## config.mk

```make
export PLATFORM = sky130hd
export DESIGN_NAME = dmem_responder
export DESIGN_NICKNAME = d
export VERILOG_FILES = /design/src/rtl/dmem_responder.sv
export SDC_FILE = /design/constraint.sdc
export NUM_CORES = 1
export LEC_CHECK = 0
export CAP_MARGIN = 20
export CORE_UTILIZATION = 65
export CTS_CLUSTER_SIZE = 8
export DETAILED_ROUTE_END_ITERATION = 10
export DONT_BUFFER_PORTS = 1
export PLACE_DENSITY = 0.79
export SETUP_SLACK_MARGIN = 0.2
export SLEW_MARGIN = 30
export SYNTH_ARGS = -nofsm -noshare
export SYNTH_HDL_FRONTEND = slang
export SYNTH_SLANG_ARGS = --single-unit
```

## constraint.sdc

```tcl
create_clock -name clk -period 9.4 [get_ports clk]
set_input_delay 1.41 -clock clk [delete_from_list [all_inputs] [get_ports clk]]
set_output_delay 1.41 -clock clk [all_outputs]
set_load 0.02 [all_outputs]
```

## src/rtl/dmem_responder.sv

```systemverilog
// Data-memory responder: turns M-stage load/store requests into single-outstanding bus transfers.
// Latency: IDLE detect + >=1 REQ cycle (stall held), then one DONE cycle; zero-wait bus gives one access every 3 cycles.
// Backpressure: DStallM freezes the pipeline while a request is pending; BusValid is held with stable fields until BusReady or timeout.
//
// Ports:
//   clk, reset                 core clock, asynchronous active-high reset
//   MemWriteM, MemtoRegM       store / load request from the M stage
//   ByteMaskM, DataAdrM,
//   WriteDataM                 store lanes, byte address, lane-replicated store data
//   ReadDataM                  registered full read word for W-stage extraction
//   DStallM                    stall request to hazard unit
//   DAbortM                    one-cycle data-abort pulse (bus error or timeout)
//   BusValid/BusWrite/BusAdr/
//   BusByteEn/BusWData         request side of the backing bus
//   BusReady/BusRData/BusErr   completion side of the backing bus
module dmem_responder #(
  parameter int TIMEOUT = 255,
  parameter int CW      = 16
) (
  input  logic        clk,
  input  logic        reset,
  input  logic        MemWriteM,
  input  logic        MemtoRegM,
  input  logic [3:0]  ByteMaskM,
  input  logic [31:0] DataAdrM,
  input  logic [31:0] WriteDataM,
  output logic [31:0] ReadDataM,
  output logic        DStallM,
  output logic        DAbortM,
  output logic        BusValid,
  output logic        BusWrite,
  output logic [31:0] BusAdr,
  output logic [3:0]  BusByteEn,
  output logic [31:0] BusWData,
  input  logic        BusReady,
  input  logic [31:0] BusRData,
  input  logic        BusErr
);

  typedef enum logic [1:0] {IDLE, REQ, DONE} state_t;

  localparam logic [CW-1:0] LastCnt = CW'(TIMEOUT - 1);

  state_t        state, nextState;
  logic [CW-1:0] cnt;
  logic          abortFlag;
  logic          memReq;
  logic          lastCycle;
  logic          unusedAdrBits;

  assign memReq        = MemWriteM | MemtoRegM;
  // cnt counts REQ cycles already spent; this is the TIMEOUT-th REQ cycle.
  assign lastCycle     = (cnt == LastCnt);
  // The bus is word-addressed; the low address bits only matter to W-stage extraction.
  assign unusedAdrBits = ^DataAdrM[1:0];

  always_ff @(posedge clk or posedge reset) begin
    if (reset) state <= IDLE;
    else       state <= nextState;
  end

  always_comb begin
    nextState = state;
    BusValid  = 1'b0;
    DStallM   = 1'b0;
    DAbortM   = 1'b0;
    case (state)
      IDLE: begin
        // Stall in the detect cycle so the request cannot leave M before it is serviced.
        DStallM = memReq;
        if (memReq) nextState = REQ;
      end
      REQ: begin
        BusValid = 1'b1;
        DStallM  = 1'b1;
        // BusReady on the final cycle is a normal completion, not a timeout.
        if (BusReady || lastCycle) nextState = DONE;
      end
      DONE: begin
        // No stall here: the pipeline advances and the still-visible request is not reissued.
        DAbortM   = abortFlag;
        nextState = IDLE;
      end
      default: nextState = IDLE;
    endcase
    // The pipeline is being reset too; never hold it while reset is asserted.
    if (reset) DStallM = 1'b0;
  end

  always_ff @(posedge clk or posedge reset) begin
    if (reset) begin
      cnt       <= '0;
      abortFlag <= 1'b0;
      ReadDataM <= '0;
      BusWrite  <= 1'b0;
      BusAdr    <= '0;
      BusByteEn <= '0;
      BusWData  <= '0;
    end else begin
      case (state)
        IDLE: begin
          cnt <= '0;
          if (memReq) begin
            BusAdr    <= {DataAdrM[31:2], 2'b00};
            BusWrite  <= MemWriteM;  // a store wins if both strobes are high
            BusByteEn <= MemWriteM ? ByteMaskM : 4'b1111;
            BusWData  <= WriteDataM;
          end
        end
        REQ: begin
          // Exits by TIMEOUT at the latest and TIMEOUT < 2^CW, so this never wraps.
          cnt <= cnt + CW'(1);
          if (BusReady) begin
            if (BusErr) begin
              abortFlag <= 1'b1;
              ReadDataM <= '0;
            end else if (!BusWrite) begin
              ReadDataM <= BusRData;
            end
          end else if (lastCycle) begin
            abortFlag <= 1'b1;
            ReadDataM <= '0;
          end
        end
        DONE: abortFlag <= 1'b0;
        default: abortFlag <= 1'b0;
      endcase
    end
  end

endmodule

```

==> qor.txt, run 1 <==
status = completed
die area = 7543 um2
WHS Endpoint = cnt[4]
Synth top area share = 63.10%
CTS tree = done
CORE AREA = 6869 um2
setup bufs post-CTS = 0
DR vias = 2759
reg2reg path depth = 4
cell taking the most area after synthesis = dfrtp_1
#FFs+latches synth = 118
Worst Setup SP = MemtoRegM
RSZ-0062 raised after global routing = no
Total Power = 2.224 mW
Routed WL = 10.06 mm
clk buf depth = 2
dpl cell area = 4728 um2
number of I/O port buffers = 0
FF-to-FF setup slack = 6330 ps
Slew @ Worst Pin = 918.8 ps
clk slew on worst S/H paths = 50 ps
share of layout cells above drive strength 1 = 30.37%
Critical Path Most Common Cell = nor3_1
Worst path slowest cell = nor3_1
Syn-to-layout area delta = 13.93%
sequential area share after synthesis = 63.10%
Synth cell types = 43
register area = 2953 um2
Hold Path Class = register to register
CTS root buffer = clkbuf_8
final instance area = 5331 um2
HPWL Detailed = 6.663 mm
area of the multi-input gates = 1597 um2
initial antenna violation count = 0
max cap viols = 0
VDD IR max = 279.6 uV
CP Capture Type = output port
hold_buf cts = 0
Bufs and invs on worst path = 0
clock sinks = 118
crit start category = input pin
PostCTS Resize Cnt = 0
Critical R2R Launch = state[1]
crit-path cells = nor3_1, nor3_1
antenna-violating nets left = 0
Max Clock Freq = 0.2992 GHz
n_diodes = 0
CP max FO = 3
vias per cell = 6.200
H-tree depth = 4
global-route wire length before repair = 15.32 mm
dpl cells = 413
Rel. slew slack = 38.52%
worst path arrival time = 1930 ps
Rows = 30
drt wl/cell = 22.61 um
final setup violation count = 0
starting density of the core = 68.12%
Worst-Skew Late Latency = 510 ps
Avg Inst Size Synth = 14.09 um2
Final min period = 3342 ps
TritonCTS buffer count = 17
RD Place Congestion = 0.7744
CP Data Required Time = 7990 ps
final period utilization = 35.55%
Hold Path Origin = cnt[4]
critical path class = input pin to output port
final hold violations = 0
Hold Slack = 523.0 ps
Die Wd = 86.85 um
delay-heaviest family, CP = simple AND/OR/NAND/NOR gates
grt total ovfl = 0
Fill cells = 419
First-pass DRT Iterations = 4
GRT Total Usage = 28.21%
nets@finish = 444
vias in the first global route = 2917
Post-Syn Area = 4679 um2
DR iter-0 viols = 150
pin count of the biggest net entering global routing = 88
post-route non-filler standard cell count = 445
Synth area leaders = dfrtp_1 63%, mux2_2 15%, a22o_1 5.6%, o21ai_0 1.2%, nor2_1 1.0%
YS warnings = 0
Die H = 86.85 um
pwr dens = 417.2 nW/um2
Gate Count Post-Synth = 332
Critical Path Max Stage Delay = 500 ps
Layout Skew = 11.76 ps
reg2reg end = BusWData[16]
io pins = 210
hold depth = 1
TNS Setup = 0 ps
P_leak = 2.365 nW
drt drc = 0
Slew Limit Fails = 0
-- where the power goes --
part / leakage [nW] / switching [mW] / total (mW) / internal (mW)
registers: 1.47 / 0.447 / 1.18 / 0.729
logic: 0.606 / 0.179 / 0.402 / 0.222
clock network: 0.292 / 0.219 / 0.648 / 0.429
total: 2.37 / 0.845 / 2.22 / 1.38
-- flip-flops by register name, indices dropped and copies added (netlist names) --
name	flops
BusByteEn	4
BusWData	32
abortFlag	1
BusWrite	1
state	2
cnt	16
BusAdr	30
ReadDataM	32
-- how the worst max path moves through the flow --
| stage | cells past startpoint | endpoint | slack, ps |
|---|---|---|---|
| floorplan | 1 | BusAdr[10] | 4860 |
| CTS | 2 | DStallM | 6050 |
| finish | 2 | DStallM | 6060 |
| detailed placement | 2 | DStallM | 6050 |
| global placement | 2 | DStallM | 6050 |
| global route | 2 | DStallM | 6040 |
-- worst register-to-register path, cell delays in order, from the launching register on --
cell and delay, ps:
dfrtp_1 550, nor2_1 780, o21a_2 600, buf_4 590
mux2_2 440
-- per-layer routing --
metal  track usage, %  vias to the layer above  part of all wire [%]
li1                 -                     1215                     -
met1            31.33                     1389                    35
met2            48.32                      143                    54
met3            10.62                       12                   8.9
met4            12.73                        0                   1.4
met5                0                        -                     0
-- cell usage after synthesis (all sizes together) --
library cell  number
dfrtp            118
mux2              62
a22o              32
buf               13
nor2              13
nand2             11
o21ai             11
inv                8
clkbuf             6
nand3              5
a21oi              4
nor3               4
o22a               4
xnor2              4
a31oi              3
and3               3
nor4               3
or3                3
and4b              2
ha                 2
nand3b             2
nand4              2
o31ai              2
a211oi             1
a31o               1
a41o               1
and2               1
conb               1
mux2i              1
nand2b             1
nand4bb            1
nor2b              1
o21a               1
o21bai             1
o41ai              1
or4                1
or4b               1
xor2               1
-- placed cells by master, fill, tap and decap left out, drive strengths merged, types with 2 or more instances in the layout --
cell type | Yosys | final
nor3 | 4 | 4
dfrtp | 118 | 118
inv | 8 | 8
clkbuf | 6 | 19
clkinvlp | 0 | 2
o22a | 4 | 4
xnor2 | 4 | 4
nand2 | 11 | 11
o31ai | 2 | 2
and4b | 2 | 2
clkinv | 0 | 7
mux2 | 62 | 62
o21ai | 11 | 11
conb | 1 | 2
nand3b | 2 | 2
nand3 | 5 | 5
bufinv | 0 | 4
ha | 2 | 2
a21oi | 4 | 4
nor4 | 3 | 3
buf | 13 | 3
a31oi | 3 | 3
and3 | 3 | 3
or3 | 3 | 3
nor2 | 13 | 13
a22o | 32 | 32
nand4 | 2 | 2
-- logic make-up after synthesis --
logic type / after synthesis / synth area share [%]
AND/OR/NAND/NOR: 54 / 6.605
multiplexers: 63 / 15.13
adder cells (fa/ha/maj): 2 / 0.5347
flip-flops: 118 / 63.10
AO/OA/AOI/OAI: 62 / 10.59
XOR/XNOR: 5 / 0.9358
other: 1 / 0.08014
buffers and inverters: 27 / 3.021
-- layout make-up --
cell class	instances	share of cell area [%]
Tap cell	96	2.253
Clock buffer	19	7.909
Timing Repair Buffer	3	0.4928
Sequential cell	118	55.39
Inverter	8	0.6102
Clock inverter	13	3.403
Multi-Input combinational cell	188	29.95
-- through the flow --
stage | worst slack, ps | util [%]
floorplan | 4861 | -
global placement | 6052 | 68.78
detailed placement | 6046 | 68.83
CTS | 6046 | 77.61
global route | 6037 | 77.61
finish | 6058 | 77.61
(Power assumes the default switching activity.)
==> inputs of run 2 (changes only) <==
--- a/config.mk
+++ b/config.mk
@@ -6,11 +6,11 @@
 export NUM_CORES = 1
 export LEC_CHECK = 0
 export CAP_MARGIN = 20
-export CORE_UTILIZATION = 65
+export CORE_UTILIZATION = 62
 export CTS_CLUSTER_SIZE = 8
 export DETAILED_ROUTE_END_ITERATION = 10
 export DONT_BUFFER_PORTS = 1
-export PLACE_DENSITY = 0.79
+export PLACE_DENSITY = 0.76
 export SETUP_SLACK_MARGIN = 0.2
 export SLEW_MARGIN = 30
 export SYNTH_ARGS = -nofsm -noshare
==> constraint.sdc (replaced) <==
create_clock -name clk -period 3.4 [get_ports clk]
set_input_delay 0.51 -clock clk [delete_from_list [all_inputs] [get_ports clk]]
set_output_delay 0.51 -clock clk [all_outputs]
set_load 0.02 [all_outputs]
==> qor.txt, run 2 (same netlist as run 1, synthesis figures left out) <==
CORE AREA = 7292 um2 (was 6869 um2)
Rel. slew slack = 58.29% (was 38.52%)
CP Data Required Time = 3790 ps (was 7990 ps)
TNS Setup = 0 ps (unchanged)
clk slew on worst S/H paths = 60 ps (was 50 ps)
CP Capture Type = register (was output port)
clk buf depth = 2 (unchanged)
crit start category = register (was input pin)
hold depth = 1 (unchanged)
Slew @ Worst Pin = 620.9 ps (was 918.8 ps)
starting density of the core = 64.17% (was 68.12%)
critical path class = register to register (was input pin to output port)
Net Sw Power = 2.382 mW (was 0.8446 mW)
share of layout cells above drive strength 1 = 31.36% (was 30.37%)
drt drc = 0 (unchanged)
Max Clock Freq = 0.4328 GHz
final period utilization = 67.95%
instance count on the critical path = 6 (was 2)
final instance area = 5423 um2 (was 5331 um2)
HPWL Detailed = 6.590 mm (was 6.663 mm)
global-route wire length before repair = 14.35 mm (was 15.32 mm)
clock sinks = 118 (unchanged)
Placement Setup Slack = 1158 ps (was 6046 ps)
Comb pwr share = 18.7% (was 18.1%)
Routed WL = 9.863 mm (was 10.06 mm)
Bufs and invs on worst path = 1 (was 0)
io pins = 210 (unchanged)
vias per cell = 6.066 (was 6.200)
n_diodes = 0 (unchanged)
Rows = 31 (was 30)
PostCTS Resize Cnt = 0 (unchanged)
RD Place Congestion = 0.7876 (was 0.7744)
Slew Limit Fails = 0 (unchanged)
Final min period = 2310 ps
nets@finish = 449 (was 444)
worst path arrival time = 2700 ps (was 1930 ps)
final setup violation count = 0 (unchanged)
Syn-to-layout area delta = 15.88% (was 13.93%)
final worst slack = 1090 ps (was 6058 ps)
max cap viols = 0 (unchanged)
initial antenna violation count = 0 (unchanged)
Hold Slack = 127.9 ps (was 523.0 ps)
Layout Skew = 6.271 ps (was 11.76 ps)
delay-heaviest family, CP = simple AND/OR/NAND/NOR gates (unchanged)
First-pass DRT Iterations = 4 (unchanged)
antenna-violating nets left = 0 (unchanged)
dpl cell area = 4790 um2 (was 4728 um2)
VDD IR max = 747.1 uV (was 279.6 uV)
Sequential Power Share = 52.3% (was 52.8%)
hold_buf cts = 0 (unchanged)
status = completed (unchanged)
Critical Path Max Stage Delay = 480 ps (was 500 ps)
DR vias = 2748 (was 2759)
CTS root buffer = clkbuf_8 (unchanged)
vias in the first global route = 2801 (was 2917)
most common cell after layout, fill and taps aside = dfrtp_1 (unchanged)
drt wl/cell = 21.77 um (was 22.61 um)
setup bufs post-CTS = 0 (unchanged)
pin count of the biggest net entering global routing = 49 (was 88)
CP max FO = 32 (was 3)
Sw Share = 38.42% (was 37.97%)
P_leak = 2.387 nW (was 2.365 nW)
reg2reg path depth = 6 (was 4)
crit-path cells = inv_1, ha_1, or4b_4, o41ai_4, nand3_4, a22o_2 (was nor3_1, nor3_1)
RSZ-0062 raised after global routing = no (unchanged)
grt total ovfl = 0 (unchanged)
GRT Total Usage = 25.58% (was 28.21%)
pwr dens = 1143 nW/um2 (was 417.2 nW/um2)
Hold Path Class = input pin to register (was register to register)
top flop regs = BusWData x32, ReadDataM x32, BusAdr x30 (unchanged)
DR iter-0 viols = 118 (was 150)
Worst-Skew Late Latency = 510 ps (about the same)
P_int = 3.818 mW (was 1.380 mW)
clock power share = 29.0% (was 29.1%)
TritonCTS buffer count = 17 (unchanged)
Total Power = 6.200 mW (was 2.224 mW)
die area = 7899 um2 (was 7543 um2)
Die Wd = 88.88 um (was 86.85 um)
number of I/O port buffers = 0 (unchanged)
final hold violations = 0 (unchanged)
CTS tree = done (unchanged)
commonest cells after routing, fill and taps aside = 118 x dfrtp_1, 62 x mux2_2, 30 x a22o_1 (unchanged)
Die H = 88.88 um (was 86.85 um)
H-tree depth = 4 (unchanged)
Worst path slowest cell = or4b_4 (was nor3_1)
run 2: path summary, 6_finish.rpt:
| check | start | endpoint | slack, ps |
|---|---|---|---|
| hold reg to reg | cnt[4] | cnt[4] | 500 |
| min in group asynchronous | reset | cnt[12] | 460 |
| setup reg to reg | cnt[0] | ReadDataM[17] | 1090 |
| setup / recovery | cnt[0] | ReadDataM[17] | 1090 |
| max in group asynchronous | reset | ReadDataM[22] | 2080 |
| hold / removal | ByteMaskM[1] | BusByteEn[1] | 130 |
run 2: through the flow:
step | instances | utilization (%)
final | 453 | 74.37
after global routing | 453 | 74.37
after CTS | 451 | 73.95
after floorplan | 333 | -
after global placement | 419 | 65.68
after detailed placement | 419 | 65.68
run 2: layout make-up:
cell class / instances / area, um2
fillers: 476 / 1869
multi-input cells: 188 / 1597
inverters: 8 / 33.78
clock inverters: 13 / 171.4
repair buffers: 8 / 112.6
flip-flops and latches: 118 / 2953
well taps: 99 / 123.9
clock buffers: 19 / 431.7
run 2: power groups by stage:
stage                     Clock (mW)  Sequential [mW]  Combinational [mW]
final                           1.80             3.24                1.16
after detailed placement           0             3.25                1.15
after floorplan                    0             3.07                1.00
after global routing            1.88             3.34                1.26
after global placement             0             3.25                1.09
after CTS                       1.82             3.26                1.17
run 2: routing by layer:
metal | global-route usage (%) | wire [um]
met2 | 42.10 | 5019
met1 | 29.68 | 3759
met4 | 9.677 | 159
met5 | 0 | 0
met3 | 11.29 | 924
==> inputs of run 3 (changes only) <==
==> constraint.sdc (replaced) <==
create_clock -name clk -period 2.35 [get_ports clk]
set_input_delay 0.3525 -clock clk [delete_from_list [all_inputs] [get_ports clk]]
set_output_delay 0.3525 -clock clk [all_outputs]
set_load 0.02 [all_outputs]
==> qor.txt, run 3 (same netlist as run 1, synthesis figures left out) <==
status = completed (unchanged)
starting density of the core = 64.17% (unchanged)
Syn-to-layout area delta = 36.26% (was 15.88%)
number of I/O port buffers = 0 (unchanged)
io pins = 210 (unchanged)
Max Clock Freq = 0.4765 GHz (was 0.4328 GHz)
dpl cells = 421 (was 419)
Rel. slew slack = 55.94% (was 58.29%)
CP Data Required Time = 2730 ps (was 3790 ps)
RD Place Congestion = 0.7920 (was 0.7876)
Net Sw Power = 3.678 mW (was 2.382 mW)
Die H = 88.88 um (unchanged)
commonest cells after routing, fill and taps aside = 118 x dfrtp_1, 91 x dlygate4sd3_1, 62 x mux2_2 (was 118 x dfrtp_1, 62 x mux2_2, 30 x a22o_1)
TNS Setup = 0 ps (unchanged)
CP Capture Type = register (unchanged)
crit start category = register (unchanged)
Die Wd = 88.88 um (unchanged)
CTS tree = done (unchanged)
grt total ovfl = 0 (unchanged)
Hold Path Class = input pin to register (unchanged)
top flop regs = BusWData x32, ReadDataM x32, BusAdr x30 (unchanged)
Routed WL = 12.68 mm (was 9.863 mm)
most common cell after layout, fill and taps aside = dfrtp_1 (unchanged)
Sw Share = 39.09% (was 38.42%)
HPWL Detailed = 6.552 mm (was 6.590 mm)
Slew @ Worst Pin = 659.5 ps (was 620.9 ps)
post-route non-filler standard cell count = 548 (was 453)
die area = 7899 um2 (unchanged)
Worst path slowest cell = or4b_4 (unchanged)
Worst-Skew Late Latency = 510 ps (about the same)
final setup violation count = 0 (unchanged)
worst path arrival time = 2480 ps (was 2700 ps)
drt wl/cell = 23.14 um (was 21.77 um)
initial antenna violation count = 1 (was 0)
nets@finish = 542 (was 449)
clock sinks = 118 (unchanged)
P_leak = 2.800 nW (was 2.387 nW)
critical path class = register to register (unchanged)
met3 GRT Util = 11.47% (was 11.29%)
P_int = 5.731 mW (was 3.818 mW)
DR vias = 3279 (was 2748)
clk slew on worst S/H paths = 60 ps (about the same)
vias in the first global route = 3575 (was 2801)
GRT busiest layer = met2 (unchanged)
pin count of the biggest net entering global routing = 47 (was 49)
Critical Path Max Stage Delay = 480 ps (about the same)
drt drc = 0 (unchanged)
crit-path cells = inv_1, ha_1, or4b_4, o41ai_4, nand3_4, buf_12, a22o_1 (was inv_1, ha_1, or4b_4, o41ai_4, nand3_4, a22o_2)
share of layout cells above drive strength 1 = 25.50% (was 31.36%)
CTS root buffer = clkbuf_8 (unchanged)
CP max FO = 32 (unchanged)
Comb pwr share = 20.5% (was 18.7%)
VDD IR max = 939.0 uV (was 747.1 uV)
final period utilization = 89.31% (was 67.95%)
TritonCTS buffer count = 17 (unchanged)
vias per cell = 5.984 (was 6.066)
Rows = 31 (unchanged)
final core occ = 87.44% (was 74.37%)
Bufs and invs on worst path = 2 (was 1)
Slew Limit Fails = 0 (unchanged)
H-tree depth = 4 (unchanged)
final hold violations = 0 (unchanged)
max cap viols = 0 (unchanged)
clk buf depth = 2 (unchanged)
First-pass DRT Iterations = 4 (unchanged)
delay-heaviest family, CP = simple AND/OR/NAND/NOR gates (unchanged)
global-route wire length before repair = 18.41 mm (was 14.35 mm)
Layout Skew = 11.98 ps (was 6.271 ps)
RSZ-0062 raised after global routing = yes (was no)
GRT Total Usage = 32.68% (was 25.58%)
pwr dens = 1476 nW/um2 (was 1143 nW/um2)
M2 GR Usage = 60.91% (was 42.10%)
DR iter-0 viols = 151 (was 118)
antenna-violating nets left = 0 (unchanged)
clock power share = 28.9% (was 29.0%)
CORE AREA = 7292 um2 (unchanged)
Sequential Power Share = 50.6% (was 52.3%)
Hold Slack = 16.35 ps (was 127.9 ps)
Final min period = 2099 ps (was 2310 ps)
met1 GRT Util = 33.82% (was 29.68%)
## run 3: changes by cell type in the layout (fill, tap and decap cells not counted), sizes merged
cell	change
clkinv	+3
dlygate4sd3	+90
clkinvlp	-3
buf	+3
bufinv	+1
diode	+2
clkbuf	-1
## run 3: through the flow
step	setup WS [ps]	area [um2]	total power [mW]
4_1_cts	241.0	6364	9.254
5_1_grt	198.4	6374	9.752
3_5_place_dp	272.3	4830	6.401
6_report	251.2	6376	9.410
2_1_floorplan	411.8	4687	5.890
3_3_place_gp	305.2	4830	6.311
## run 3: worst paths after layout
path / end / slack (ps) / from / cells past startpoint
worst max-delay path: ReadDataM[27] / 250 / cnt[0] / 7
worst min-delay path: BusWData[19] / 20 / WriteDataM[19] / 1
min in group asynchronous: BusWData[15] / 420 / reset / 2
worst max register to register: ReadDataM[27] / 250 / cnt[0] / 7
worst min register to register: cnt[4] / 520 / cnt[4] / 1
max in group asynchronous: BusWData[23] / 1300 / reset / 3
## run 3: area by class of cell
| cell class | instances | area (um2) |
|---|---|---|
| diodes | 2 | 5.005 |
| clock buffers | 18 | 417.9 |
| clock inverters | 14 | 197.7 |
| fillers | 320 | 915.9 |
| inverters | 8 | 33.78 |
| multi-input cells | 188 | 1597 |
| flip-flops and latches | 118 | 2953 |
| well taps | 99 | 123.9 |
| repair buffers | 101 | 1049 |
## run 3: power by group through the flow
stage	Sequential [mW]	Clock, mW	Combinational, mW
after floorplan	4.44	0	1.45
after global placement	4.71	0	1.60
after detailed placement	4.70	0	1.70
after CTS	4.71	2.69	1.86
after global routing	4.87	2.82	2.06
final	4.76	2.72	1.93
## run 3: worst reg2reg max path: cells and delay by family, from the launching register on
kind                     cells  cell delay [ps]
AND/OR/NAND/NOR              2              600
AO/OA/AOI/OAI                2              560
flip-flops                   1              400
buffers and inverters        2              270
adder cells (fa/ha/maj)      1              140
## run 3: timing repair
item / CTS / global route
gates resized for setup: 0 / 0
endpoints found under the setup margin: 3 / 12
buffers inserted: 1 / 1
hold buffers: 91 / 0
endpoints found under the hold margin: 117 / 0
## run 3: layer usage
| metal | vias up | wire length (um) |
|---|---|---|
| met1 | 1660 | 4331 |
| met3 | 27 | 1097 |
| met5 | - | 0 |
| met2 | 184 | 6960 |
| li1 | 1408 | - |
| met4 | 0 | 295 |
